--- src/rtl/unified_mem_arbiter_pkg.sv ---
// unified_mem_arbiter_pkg: shared word length, FSM state encoding and owner codes for the memory arbiter
// Contents:
//   WORD_LEN      default data word width
//   arb_state_t   2-bit FSM state encoding (IDLE, IF_BUSY, MEM_BUSY, DONE)
//   ARB_OWNER_*   which requester owns the current external access
//   is_busy()     true while an external access is outstanding
package unified_mem_arbiter_pkg;
    localparam int WORD_LEN = 32;
    typedef enum logic [1:0] {
        IDLE     = 2'd0,
        IF_BUSY  = 2'd1,
        MEM_BUSY = 2'd2,
        DONE     = 2'd3
    } arb_state_t;
    localparam logic ARB_OWNER_IF  = 1'b0;
    localparam logic ARB_OWNER_MEM = 1'b1;
    function automatic logic is_busy(arb_state_t s);
        return s == IF_BUSY || s == MEM_BUSY;
    endfunction
endpackage

--- src/rtl/unified_mem_arbiter_timeout.sv ---
// mem_timeout_counter: watchdog that flags an external access which has been busy for TIMEOUT_CYC cycles
// Ports:
//   clk      rising-edge clock
//   rst      synchronous active-high reset
//   run      count this cycle (an access is outstanding)
//   clear    return the count to zero (arbiter idle)
//   expired  high during the TIMEOUT_CYC-th running cycle; constant 0 when TIMEOUT_CYC is 0
module mem_timeout_counter #(
    parameter int TIMEOUT_CYC = 64
) (
    input  logic clk,
    input  logic rst,
    input  logic run,
    input  logic clear,
    output logic expired
);
    localparam int CW = TIMEOUT_CYC > 0 ? $clog2(TIMEOUT_CYC + 1) : 1;
    localparam logic [CW-1:0] LAST = CW'(TIMEOUT_CYC > 0 ? TIMEOUT_CYC - 1 : 0);
    logic [CW-1:0] cnt;
    always_ff @(posedge clk)
        if (rst || clear) cnt <= '0;
        else if (run) cnt <= cnt + 1'b1;
    // Expiry fires in the last allowed busy cycle so ext_req is high for exactly TIMEOUT_CYC cycles
    assign expired = (TIMEOUT_CYC > 0) && run && cnt == LAST;
endmodule

--- src/rtl/unified_mem_arbiter.sv ---
// unified_mem_arbiter: shares one single-port word memory between instruction fetch and the MEM stage
// Ports:
//   clk, rst                  rising-edge clock, synchronous active-high reset
//   if_req/if_addr/if_flush   fetch request (held until if_ack), PC, branch-taken cancel
//   if_ack/if_rdata           one-cycle fetch completion pulse and fetched word
//   mem_req_rd/mem_req_wr     load/store request (held until mem_ack)
//   mem_addr/mem_wdata        load/store address and store data
//   mem_ack/mem_rdata         one-cycle completion pulse and load data (0 for a store)
//   stall_if/stall_mem        pipeline stall requests
//   ext_req/ext_we/ext_addr/ext_wdata   registered external memory request
//   ext_ready/ext_rdata       external completion and read data
//   timeout_err               sticky watchdog flag
module unified_mem_arbiter
    import unified_mem_arbiter_pkg::*;
#(
    parameter int DATA_W      = WORD_LEN,
    parameter int ADDR_W      = 32,
    parameter int TIMEOUT_CYC = 64
) (
    input  logic              clk,
    input  logic              rst,
    input  logic              if_req,
    input  logic [ADDR_W-1:0] if_addr,
    input  logic              if_flush,
    output logic              if_ack,
    output logic [DATA_W-1:0] if_rdata,
    input  logic              mem_req_rd,
    input  logic              mem_req_wr,
    input  logic [ADDR_W-1:0] mem_addr,
    input  logic [DATA_W-1:0] mem_wdata,
    output logic              mem_ack,
    output logic [DATA_W-1:0] mem_rdata,
    output logic              stall_if,
    output logic              stall_mem,
    output logic              ext_req,
    output logic              ext_we,
    output logic [ADDR_W-1:0] ext_addr,
    output logic [DATA_W-1:0] ext_wdata,
    input  logic              ext_ready,
    input  logic [DATA_W-1:0] ext_rdata,
    output logic              timeout_err
);
    arb_state_t state, state_n;
    logic owner, discard, discard_n, expired, busy, finish, mem_any, if_go;
    logic [DATA_W-1:0] cap_data;

    mem_timeout_counter #(.TIMEOUT_CYC(TIMEOUT_CYC)) u_wdog (
        .clk(clk),
        .rst(rst),
        .run(busy),
        .clear(state == IDLE),
        .expired(expired)
    );

    assign mem_any   = mem_req_rd || mem_req_wr;
    assign if_go     = if_req && !if_flush;
    assign busy      = is_busy(state);
    // ready wins over a same-cycle expiry
    assign finish    = busy && (ext_ready || expired);
    // a flush arriving in the completion cycle still discards the fetch
    assign discard_n = discard || (state == IF_BUSY && if_flush);
    // timed-out accesses and stores both hand back zero
    assign cap_data  = ext_ready && !ext_we ? ext_rdata : '0;
    assign if_ack    = state == DONE && owner == ARB_OWNER_IF && !discard;
    assign mem_ack   = state == DONE && owner == ARB_OWNER_MEM;
    assign stall_if  = if_req && !if_ack && !if_flush;
    assign stall_mem = mem_any && !mem_ack;

    always_comb begin
        state_n = state;
        case (state)
            IDLE:              state_n = mem_any ? MEM_BUSY : if_go ? IF_BUSY : IDLE;
            IF_BUSY, MEM_BUSY: state_n = finish ? DONE : state;
            default:           state_n = IDLE;
        endcase
    end

    always_ff @(posedge clk) begin
        if (rst) begin
            state       <= IDLE;
            owner       <= ARB_OWNER_IF;
            discard     <= 1'b0;
            ext_req     <= 1'b0;
            ext_we      <= 1'b0;
            ext_addr    <= '0;
            ext_wdata   <= '0;
            if_rdata    <= '0;
            mem_rdata   <= '0;
            timeout_err <= 1'b0;
        end else begin
            state   <= state_n;
            ext_req <= is_busy(state_n);
            discard <= state == DONE ? 1'b0 : discard_n;
            if (state == IDLE && mem_any) begin
                owner     <= ARB_OWNER_MEM;
                ext_we    <= mem_req_wr;
                ext_addr  <= mem_addr;
                ext_wdata <= mem_wdata;
            end else if (state == IDLE && if_go) begin
                owner    <= ARB_OWNER_IF;
                ext_we   <= 1'b0;
                ext_addr <= if_addr;
            end
            if (finish && owner == ARB_OWNER_MEM) mem_rdata <= cap_data;
            if (finish && owner == ARB_OWNER_IF && !discard_n) if_rdata <= cap_data;
            if (busy && expired && !ext_ready) timeout_err <= 1'b1;
        end
    end

    always_ff @(posedge clk)
        if (!rst) assert (!(mem_req_rd && mem_req_wr));
endmodule
--- config.mk ---
export PLATFORM = sky130hd
export DESIGN_NAME = unified_mem_arbiter
export DESIGN_NICKNAME = d
export VERILOG_FILES = /design/src/rtl/unified_mem_arbiter_pkg.sv /design/src/rtl/unified_mem_arbiter_timeout.sv /design/src/rtl/unified_mem_arbiter.sv
export SDC_FILE = /design/constraint.sdc
export NUM_CORES = 1
export LEC_CHECK = 0
export BUFFER_PORTS_ARGS = -buffer_cell sky130_fd_sc_hd__clkbuf_2
export CELL_PAD_IN_SITES_DETAIL_PLACEMENT = 2
export CELL_PAD_IN_SITES_GLOBAL_PLACEMENT = 2
export CORE_UTILIZATION = 28
export DETAILED_ROUTE_END_ITERATION = 7
export GPL_TIMING_DRIVEN = 0
export PLACE_DENSITY = 0.84
export SLEW_MARGIN = 20
export SYNTH_ARGS = -nofsm -noshare
export SYNTH_HDL_FRONTEND = slang
export SYNTH_SLANG_ARGS = --single-unit
export TNS_END_PERCENT = 100
--- constraint.sdc ---
create_clock -name clk -period 3.8 [get_ports clk]
set_input_delay 0.19 -clock clk [delete_from_list [all_inputs] [get_ports clk]]
set_output_delay 0.19 -clock clk [all_outputs]
set_load 0.05 [all_outputs]
Yosys cells after proc, flatten, opt, wreduce, memory -nomap -nowiden
Index checks and enable logic that the tools add are counted.
Widths: inputs -> output; s select.
{"block": "op_classes", "add_sub_neg": 1, "n_eq_ne": 6, "muxes": 10, "bitwise": 1, "reduce_logical": 35}
{"op": "$mux 32", "n": 3}
{"op": "$logic_and 1x1->1", "n": 18}
{"op": "$add 7x1->7 const B", "n": 1}
{"op": "$eq 7x6->1 const B", "n": 1}
{"op": "$logic_not 1->1", "n": 7}
{"op": "$eq 2x2->1 const B", "n": 3}
{"op": "$logic_or 1x1->1", "n": 6}
{"op": "$eq 2x1->1 const B", "n": 2}
{"op": "$mux 1", "n": 4}
{"op": "$mux 2", "n": 2}
{"op": "$pmux 2 s2", "n": 1}
{"op": "$reduce_or 2->1", "n": 2}
{"op": "$logic_not 2->1", "n": 1}
{"op": "$reduce_bool 2->1", "n": 1}
{"op": "$not 1->1", "n": 1}
{"block": "totals", "ff_bits": 142, "elab_cells": 64}

Longest topological paths before layout
Gate-level depths: netlist of the first run.
{"block": "depth", "word_depth": 9, "depth_mapped": 8}

Modules after synthesis
From an unflattened synthesis of the first run, not the netlist that was laid out.
{"block": "hier_totals", "hier_cells": 689, "area_unflattened_um2": 5706.7}
{"mod": "unified_mem_arbiter", "instances": 1, "cells_each": 655, "area_per_inst_um2": 5396.4, "seq_area_each_um2": 2702.6}
{"mod": "mem_timeout_counter", "instances": 1, "cells_each": 34, "area_per_inst_um2": 310.3, "seq_area_each_um2": 140.1}

Worst setup path after synthesis of the first run
OpenSTA, ideal clock, no wires.
{"block": "synth_timing", "path_type": "reg2out", "from": "reg state[0]", "to": "out stall_if", "t_arrival_ns": 2.117, "required_ns": 3.610, "slack_ns": 1.493, "path_stages_with_launch": 4, "path_buffers": 0, "cell_sequence": "dfxtp_1 > ha_1 > and2_1 > nor3b_1"}
{"block": "synth_via", "elab_chain_cells": 6}
{"element": "start, declared", "line": "unified_mem_arbiter.sv:43", "source": "arb_state_t state, state_n;"}
{"element": "start signal, assigned", "line": "unified_mem_arbiter.sv:91", "source": "state <= state_n;"}
{"element": "$eq 2x2->1", "line": "unified_mem_arbiter.sv:64", "source": "assign if_ack = state == DONE && owner == ARB_OWNER_IF && !discard;"}
{"element": "$logic_and 1x1->1 (2 in a row)", "line": "unified_mem_arbiter.sv:64"}
{"element": "net if_ack", "line": "unified_mem_arbiter.sv:25", "source": "output logic if_ack,"}
{"element": "$logic_not 1->1", "line": "unified_mem_arbiter.sv:66", "source": "assign stall_if = if_req && !if_ack && !if_flush;"}
{"element": "$logic_and 1x1->1 (2 in a row)", "line": "unified_mem_arbiter.sv:66"}
{"element": "end, declared", "line": "unified_mem_arbiter.sv:33", "source": "output logic stall_if,"}
The timed path passes the listed nets, and every way through them passes these cells.

Worst setup path in the final report of the first run
{"block": "layout_timing", "from": "reg state[0]", "to": "reg ext_addr[27]"}
{"block": "layout_via", "elab_chain_cells": 3, "word_cells_on_any_way": 5, "classes_between": "mux (1); reduce/logical (4)"}
{"element": "$logic_not 2->1 (*)", "line": "unified_mem_arbiter.sv:94, unified_mem_arbiter.sv:99"}
{"element": "$logic_and 1x1->1 (on tied branches)", "line": "unified_mem_arbiter.sv:94, unified_mem_arbiter.sv:99"}
{"element": "$mux 32 / $reduce_bool 2->1 (equally long branches)"}
{"element": "end signal, assigned", "line": "unified_mem_arbiter.sv:97", "source": "ext_addr <= mem_addr;"}
{"element": "end signal, assigned", "line": "unified_mem_arbiter.sv:102", "source": "ext_addr <= if_addr;"}
{"element": "end, declared", "line": "unified_mem_arbiter.sv:37", "source": "output logic [ADDR_W-1:0] ext_addr,"}
Every way passes the cells marked *; elsewhere a longest branch is shown, timed or not.
A chain may end at the register's enable or synchronous reset.

==> results of run 1 <==
-- how the worst max path moves through the flow --
stage / end / slack [ns]
after floorplan: stall_if / 1.49
after global placement: ext_addr[28] / 1.50
after detailed placement: ext_addr[29] / 1.43
after CTS: ext_addr[29] / 1.38
after global routing: ext_addr[27] / 1.27
final: ext_addr[27] / 1.49
-- final cells by class --
cell class,count,area [um^2],area share
diodes,1,2.502,0.0003014
plain buffers,44,254.0,0.03059
clock buffers,17,425.4,0.05124
clock inverters,13,168.9,0.02034
inverters,3,11.26,0.001356
multi-input cells,413,2664,0.3208
flip-flops and latches,142,2843,0.3424
well taps,270,337.8,0.04069
repair buffers,294,1597,0.1923
-- through the flow --
step                      worst slack [ns]    util  hold slack [ns]
final                                1.494  0.4103          0.01810
after global routing                 1.273  0.4103         0.009562
after CTS                            1.382  0.4102         0.001607
after detailed placement             1.430  0.3685           0.4214
after global placement               1.505  0.3685           0.4148
after floorplan                      1.493       -           0.3225
-- layout by cell type, fill, tap and decap left out, types with 4 or more instances in the layout --
cell / count
clkbuf_2: 269
dfxtp_1: 142
nand2_1: 101
mux2i_1: 97
nand2b_1: 64
nor2_1: 45
a21oi_1: 36
a211oi_1: 32
clkbuf_1: 26
dlygate4sd3_1: 25
clkbuf_16: 17
buf_2: 11
buf_8: 6
clkinv_4: 6
xor2_1: 4
ha_1: 4
-- kinds of logic (layout without fill, tap and decap cells) --
| kind of cell | count (synthesis) | count (layout) |
|---|---|---|
| flops | 142 | 142 |
| fa+ha+maj | 4 | 4 |
| other cells | 0 | 1 |
| buf+inv | 47 | 371 |
| mux | 97 | 97 |
| simple gates | 228 | 228 |
| compound gates | 79 | 79 |
| xor+xnor | 5 | 5 |
-- state kept, by name, indices dropped and copies added, names as in the netlist --
register,cells
if_rdata,32
discard,1
ext_req,1
ext_addr,32
mem_rdata,32
ext_we,1
owner,1
timeout_err,1
ext_wdata,32
state,2
u_wdog.cnt,7
-- what timing repair did --
action | CTS | global route
resized for setup | 0 | 0
endpoints found under the hold margin | 25 | 0
hold buffers | 25 | 0
-- power groups by stage --
| stage | clock, mW | combinational [mW] | sequential [mW] |
|---|---|---|---|
| floorplan | 0 | 0.605 | 2.34 |
| global placement | 0 | 1.60 | 1.79 |
| detailed placement | 0 | 1.64 | 1.80 |
| CTS | 1.75 | 1.67 | 1.77 |
| global route | 1.82 | 1.76 | 1.79 |
| finish | 1.71 | 1.65 | 1.77 |
-- routing by layer --
metal / vias to the layer above / global-route usage
met4: 0 / 0.08158
met5: - / 0
met1: 2665 / 0.2276
met2: 212 / 0.3889
li1: 2659 / -
met3: 28 / 0.06677
-- worst max-delay path, cell delays in order (launching register included) --
cell and delay, ns:
dfxtp_1 0.41, inv_1 0.06, ha_1 0.27, o21ai_1 0.47
clkbuf_1 0.65, nor2_1 0.11, a211oi_1 0.24
==> impl_metrics.ini, run 1 <==
[outcome]
status = finished clean

[logic_synthesis]
synthCells = 602
avgSynthCellArea_um2 = 9.588
synthesis.nets = 741
ys_types = 34
ys.flop_type = dfxtp_1
ys_ff_latch = 142
synth_top_cell_by_area = dfxtp_1
synth.most_common_cell = dfxtp_1
muxShareOfSynthArea = 0.1682
synth_top_area_share = 0.4925
synth_area_leaders = dfxtp_1 49%, mux2i_1 17%, nand2b_1 6.9%
synth-compound-area-share = 0.08975
ys_async_sr_fraction = 0
synth_simple_gate_area_share = 0.1873
syn_area_um2 = 5772
synth_top_family_by_area = simple AND/OR/NAND/NOR gates
yosys-top-cells-count = 142 x dfxtp_1, 101 x nand2_1, 97 x mux2i_1, 64 x nand2b_1, 45 x nor2_1
synthAdderAreaFrac = 0.008671
synth_xor_xnor_area_share = 0.007587
ys_warn_count = 0
synth-edff-count = 0
ys_seq_area_frac = 0.4925

[timing]
slew_headroom = 0.4563
tightestPinTransition_ns = 0.8102
post-route-min-period_ns = 2.306
clock.fmax_mhz = 433.7
finalClockSkew_ns = 0.007256
finalSetupViolCount = 0
tns_ns = 0
final_max_slew_viol_count = 0
period_share = 0.6067
hold_viol = 0
rsz0062_at_grt = false

[routing]
drt_iter0_markers = 113
ant_nets = 0
via_count = 5564
vias_per_cell = 4.648
drt-wirelength-per-cell_um = 18.55
dr.pass1.iters = 4
wl_met3_um = 1503
dr_wl_met2_um = 11380
routed.top_layer = met4
drc_errors = 0
drt-total-wl_um = 22200
wl_met1_um = 8883

[grt]
grt_pass1_vias = 6320
gr-total-overflow = 0
grt_pass1_wl_um = 34660
grt_max_degree = 17
grtUsageTotal = 0.2128
grt_antenna_before_repair = 1

[layout]
n_fill_cell = 2287
layoutNonFillerInstCount = 1197
fin_area_um2 = 8303
finalNetCount = 1054
drive_above_1_share = 0.3488
synthToLayoutAreaGrowth_pct = 43.85

[worst_setup_path]
r2r_end = ext_addr[27]
cp-startpoint = state[0]
critPathLaunchType = flip-flop
crit_type = flip-flop to flip-flop
reg2regPathDepth = 6
cp_max_fo = 10
worst_r2r_startpoint = state[0]
end_kind = flip-flop
critPathArrivalTime_ns = 2.63
required_ns = 4.13
reg2reg_slack_ns = 1.49

[pwr]
comb_power_share = 0.321
p_int_mw = 3.161
leakage_nw = 3.793
peakVddDrop_uv = 250.4
p_clk_frac = 0.333
switching_share = 0.3843
seqPwrFrac = 0.345
totalPowerFinal_mw = 5.135
p_switching_mw = 1.973
powerDensity_nw_per_um2 = 618.4

[clock_tree]
cts.reportedPaths.clkPinSlew_ns = 0.07
clock_sinks = 142
cts_setup_buffers = 0
root_buffer = clkbuf_16
clk_latency_ns = 0.42
cts_tree = built
cts_buffers = 17
clockBufferDepth = 2
htree_num_levels = 4

[floorplan]
core_um2 = 20230
fp.dieH_um = 145.6
start_util = 0.2852
fp.dieW_um = 145.6
rows = 52
pin_count = 270
dieArea_um2 = 21190

[hold_path]
hold_start = mem_wdata[0]
whs_path_depth = 3
worstHoldEndpoint = ext_wdata[0]
holdCritPathClass = primary input to flip-flop

[placed_design]
gp_routability_congestion = 0.7454
placed_cells_incl_taps = 1141
place_area_um2 = 7456
portBuffers = 269
dp_hpwl_um = 16390

[job]
maxCapViolCount = 0
No activity file was read; power rests on OpenSTA's default activity.
==> run 2, diff against run 1 <==
--- a/config.mk
+++ b/config.mk
@@ -8,10 +8,10 @@
 export BUFFER_PORTS_ARGS = -buffer_cell sky130_fd_sc_hd__clkbuf_2
 export CELL_PAD_IN_SITES_DETAIL_PLACEMENT = 2
 export CELL_PAD_IN_SITES_GLOBAL_PLACEMENT = 2
-export CORE_UTILIZATION = 28
+export CORE_UTILIZATION = 26
 export DETAILED_ROUTE_END_ITERATION = 7
 export GPL_TIMING_DRIVEN = 0
-export PLACE_DENSITY = 0.84
+export PLACE_DENSITY = 0.79
 export SLEW_MARGIN = 20
 export SYNTH_ARGS = -nofsm -noshare
 export SYNTH_HDL_FRONTEND = slang
==> constraint.sdc (replaced) <==
create_clock -name clk -period 2.4 [get_ports clk]
set_input_delay 0.12 -clock clk [delete_from_list [all_inputs] [get_ports clk]]
set_output_delay 0.12 -clock clk [all_outputs]
set_load 0.05 [all_outputs]
==> run 2 against run 1 <==
Net effect:
- non-clock buffer count grew 71
- hold slack gained 0.0043 ns
- sequential power grew 59%
- combinational power grew 66%
==> impl_metrics.ini, run 2 (synthesis results as in run 1) <==
[pwr]
peakVddDrop_uv = 347.0
powerDensity_nw_per_um2 = 945.7
leakage_nw = 4.124

[clock_tree]
clockBufferDepth = 2
clk_latency_ns = 0.42
cts.reportedPaths.clkPinSlew_ns = 0.07
cts_buffers = 17
root_buffer = clkbuf_16
cts_tree = built
htree_num_levels = 4
clock_sinks = 142

[timing]
post-route-min-period_ns = 2.251
rsz0062_at_grt = false
clock.fmax_mhz = 444.3
period_share = 0.9379
final_max_slew_viol_count = 0
finalSetupViolCount = 0
finalClockSkew_ns = 0.01276
setup_ws_ns = 0.1491
slew_headroom = 0.3406
tightestPinTransition_ns = 0.9825
tns_ns = 0
hold_viol = 0

[routing]
vias_per_cell = 4.601
drc_errors = 0
dr.pass1.iters = 4
drt-total-wl_um = 24410
drt-wirelength-per-cell_um = 19.10
ant_nets = 0
drt_iter0_markers = 133
via_count = 5880

[grt]
grtUsageTotal = 0.2145
gr-total-overflow = 0
grt_max_degree = 17
grt_pass1_wl_um = 36790
grt_pass1_vias = 6729
grt_antenna_before_repair = 0

[layout]
n_antenna_cell = 0
n_fill_cell = 2405
final_common_cell = clkbuf_2
layout_common_cells = 270 x clkbuf_2, 142 x dfxtp_1, 101 x nand2_1
drive_above_1_share = 0.3246
finalNetCount = 1125
fin_area_um2 = 9096
seq_area_um2 = 2843
multi_input_area_um2 = 2664
synthToLayoutAreaGrowth_pct = 57.60

[floorplan]
fp.dieW_um = 151.0
fp.dieH_um = 151.0
core_um2 = 21820
rows = 54
start_util = 0.2645
dieArea_um2 = 22800
pin_count = 270

[hold_path]
holdCritPathClass = primary input to flip-flop

[outcome]
status = finished clean

[worst_setup_path]
end_kind = flip-flop
critPathLaunchType = flip-flop
required_ns = 2.71
crit_type = flip-flop to flip-flop
critPathArrivalTime_ns = 2.56
cp_max_fo = 10

[job]
maxCapViolCount = 0

[placed_design]
portBuffers = 269
place_area_um2 = 7468
dp_hpwl_um = 15930
pre_cts_ws_ns = 0.1006
gp_routability_congestion = 0.7223
==> run 2: metrics by stage <==
step	cells	hold WS (ns)	utilization	total power [mW]
finish	1278	0.02242	0.4168	8.602
floorplan	602	0.2525	-	4.661
CTS	1278	0.003159	0.4168	8.619
detailed placement	1151	0.3518	0.3422	5.414
global placement	1151	0.3455	0.3422	5.378
global route	1278	0.01845	0.4168	8.973
==> run 2: path summary, 6_finish.rpt <==
path            startpoint             to  slack, ns  cells past startpoint
max               state[0]   ext_wdata[3]       0.15                      6
min          ext_rdata[28]   if_rdata[28]       0.02                      3
max reg2reg       state[0]   ext_wdata[3]       0.15                      6
min reg2reg  ext_wdata[24]  ext_wdata[24]       0.46                      2
==> run 2: repair_timing <==
action                                  in CTS  in global routing
hold buffers                                96                  0
hold endpoints to repair                   120                  0
resized for setup                            0                  2
setup buffers                                0                  0
endpoints found under the setup margin       0                  8
==> run 2: final cells by class <==
type	count	share of cell area
buffer	44	0.02806
clock buffer	18	0.04718
clock inverter	13	0.02600
inverter	3	0.001238
multi-input combinational	413	0.2928
sequential	142	0.3125
tap	280	0.03851
timing repair buffer	365	0.2536
==> run 2: routing by layer <==
layer	track usage	share of wire	vias to the layer above
li1	-	-	2789
met2	0.4071	0.52	225
met4	0.07850	0.025	0
met5	0	0	-
met3	0.06386	0.072	40
met1	0.2194	0.38	2826
==> run 2: power by group <==
group	switching, mW	internal (mW)	total, mW
logic	1.92	0.816	2.74
registers	0.175	2.63	2.81
clock network	1.10	1.96	3.06
==> run 2: worst max-delay path, stage by stage, from the launching register on <==
cell and delay [ns]:
dfxtp_1 0.40, inv_1 0.06, ha_1 0.27, o21ai_1 0.55
clkbuf_1 0.49, nand2_1 0.12, a21oi_1 0.27
==> run 3, diff against run 2 <==
--- a/config.mk
+++ b/config.mk
@@ -11,7 +11,7 @@
 export CORE_UTILIZATION = 26
 export DETAILED_ROUTE_END_ITERATION = 7
 export GPL_TIMING_DRIVEN = 0
-export PLACE_DENSITY = 0.79
+export PLACE_DENSITY_LB_ADDON = 0.1
 export SLEW_MARGIN = 20
 export SYNTH_ARGS = -nofsm -noshare
 export SYNTH_HDL_FRONTEND = slang
==> run 3 against run 2 <==
Net effect:
- sequential cell count unchanged
- utilization fell by 0.30 points
- non-clock buffer count decreased by 2
- hold slack gained 0.0021 ns
- cell count shrank 0.16%
- sequential share of layout area is 0.23 points higher
- critical path type unchanged
==> impl_metrics.ini, run 3 (synthesis results as in run 1) <==
[clock_tree]
clk_latency_ns = 0.42
clock_sinks = 142
htree_num_levels = 4
cts.reportedPaths.clkPinSlew_ns = 0.06
cts_setup_buffers = 0
root_buffer = clkbuf_16
cts_buffers = 17
clockBufferDepth = 2
cts_tree = built

[timing]
post-route-min-period_ns = 2.214
tns_ns = 0
period_share = 0.9227
hold_viol = 0
final_max_slew_viol_count = 0
setup_ws_ns = 0.1856
finalClockSkew_ns = 0.01233
tightestPinTransition_ns = 0.6254
finalSetupViolCount = 0
slew_headroom = 0.5831
clock.fmax_mhz = 451.6
rsz0062_at_grt = false

[worst_setup_path]
critPathMaxStageDelay_ns = 0.40
critPathArrivalTime_ns = 2.55
cp.depth = 8
required_ns = 2.74
r2r_end = if_rdata[22]
crit_chain = inv_1 -> ha_1 -> buf_6 -> and3_4 -> nand4_4 -> a21oi_4 -> buf_8 -> mux2i_1
cp-startpoint = state[0]
worst_r2r_startpoint = state[0]
cp_max_fo = 10
reg2regPathDepth = 8
cp_num_buf_inv = 3
slowest_stage = dfxtp_1
crit_family = buffers and inverters
reg2reg_slack_ns = 0.19
endpoint = if_rdata[22]
end_kind = flip-flop
crit_type = flip-flop to flip-flop
critPathLaunchType = flip-flop

[pwr]
totalPowerFinal_mw = 8.335
peakVddDrop_uv = 348.4
leakage_nw = 4.080
powerDensity_nw_per_um2 = 922.9

[routing]
drt-total-wl_um = 23060
via_count = 5797
drt-wirelength-per-cell_um = 18.07
drc_errors = 0
drt_iter0_markers = 86
vias_per_cell = 4.543
dr.pass1.iters = 4
ant_nets = 0

[placed_design]
dp_hpwl_um = 16580
gp_routability_congestion = 0.8200
portBuffers = 269
placed_cells_incl_taps = 1151
pre_cts_ws_ns = 0.1358

[layout]
n_antenna_cell = 0
layoutNonFillerInstCount = 1276
layout_common_cells = 269 x clkbuf_2, 142 x dfxtp_1, 101 x nand2_1
drive_above_1_share = 0.3243
seq_area_um2 = 2843
final_util = 0.4138
finalNetCount = 1123
final_common_cell = clkbuf_2
multi_input_area_um2 = 2668
n_fill_cell = 2401
synthToLayoutAreaGrowth_pct = 56.47

[floorplan]
start_util = 0.2645
rows = 54
dieArea_um2 = 22800
fp.dieW_um = 151.0
pin_count = 270
fp.dieH_um = 151.0
core_um2 = 21820

[job]
maxCapViolCount = 0

[grt]
grt_max_degree = 17
grt_pass1_vias = 6435
grt_antenna_before_repair = 0
gr-total-overflow = 0
grtUsageTotal = 0.2044
grt_pass1_wl_um = 35260

[hold_path]
whs_path_depth = 3
holdCritPathClass = primary input to flip-flop
hold_start = if_addr[23]

[outcome]
status = finished clean
==> run 3: cell types whose count changed in the layout (fill, tap and decap cells not counted), sizes merged <==
cell	delta
clkinv	-4
clkbuf	+1
bufinv	-2
clkinvlp	+3
inv	+2
dlygate4sd3	-2
==> run 3: worst min-delay path: cells and delay by family <==
kind / cells / cell delay (ns)
multiplexers: 1 / 0.11
buffers and inverters: 1 / 0.08
AO/OA/AOI/OAI: 1 / 0.08
==> run 3: per-layer routing <==
metal  up-vias  wire, um  share of wire  track usage
li1       2801         -              -            -
met1      2775      9471           0.41       0.2264
met2       197     11770           0.51       0.3711
met3        24      1379          0.060      0.05663
met4         0       435          0.019      0.07250
met5         -         0              0            0
==> run 3: power by group <==
part / total, mW / switching [mW] / internal [mW] / leakage (nW)
sequential: 2.81 / 0.177 / 2.63 / 1.16
clock: 2.83 / 1.08 / 1.75 / 0.287
combinational: 2.69 / 1.88 / 0.814 / 2.63
total: 8.34 / 3.14 / 5.20 / 4.08
==> run 3: repair_timing <==
item,CTS,global route
endpoints found under the hold margin,125,0
hold buffers,94,0
gates resized for setup,0,1
endpoints found under the setup margin,0,2
==> run 3: worst min path at each step <==
stage,to
floorplan,ext_we
global placement,ext_wdata[19]
detailed placement,ext_wdata[10]
CTS,ext_addr[13]
global route,ext_addr[3]
finish,ext_addr[23]
==> run 3: area by class of cell <==
class | count | area share
buffer | 44 | 0.02812
clock buffer | 19 | 0.04794
clock inverter | 12 | 0.02050
inverter | 3 | 0.001247
multi-input combinational | 413 | 0.2954
sequential | 142 | 0.3148
tap | 280 | 0.03879
timing repair buffer | 363 | 0.2533
==> run 3: through the flow <==
stage / hold WS, ns / cell area, um^2
finish: 0.02448 / 9031
global route: 0.02908 / 9031
CTS: 0.001755 / 9027
detailed placement: 0.3527 / 7468
global placement: 0.3440 / 7468
floorplan: 0.2525 / 5772
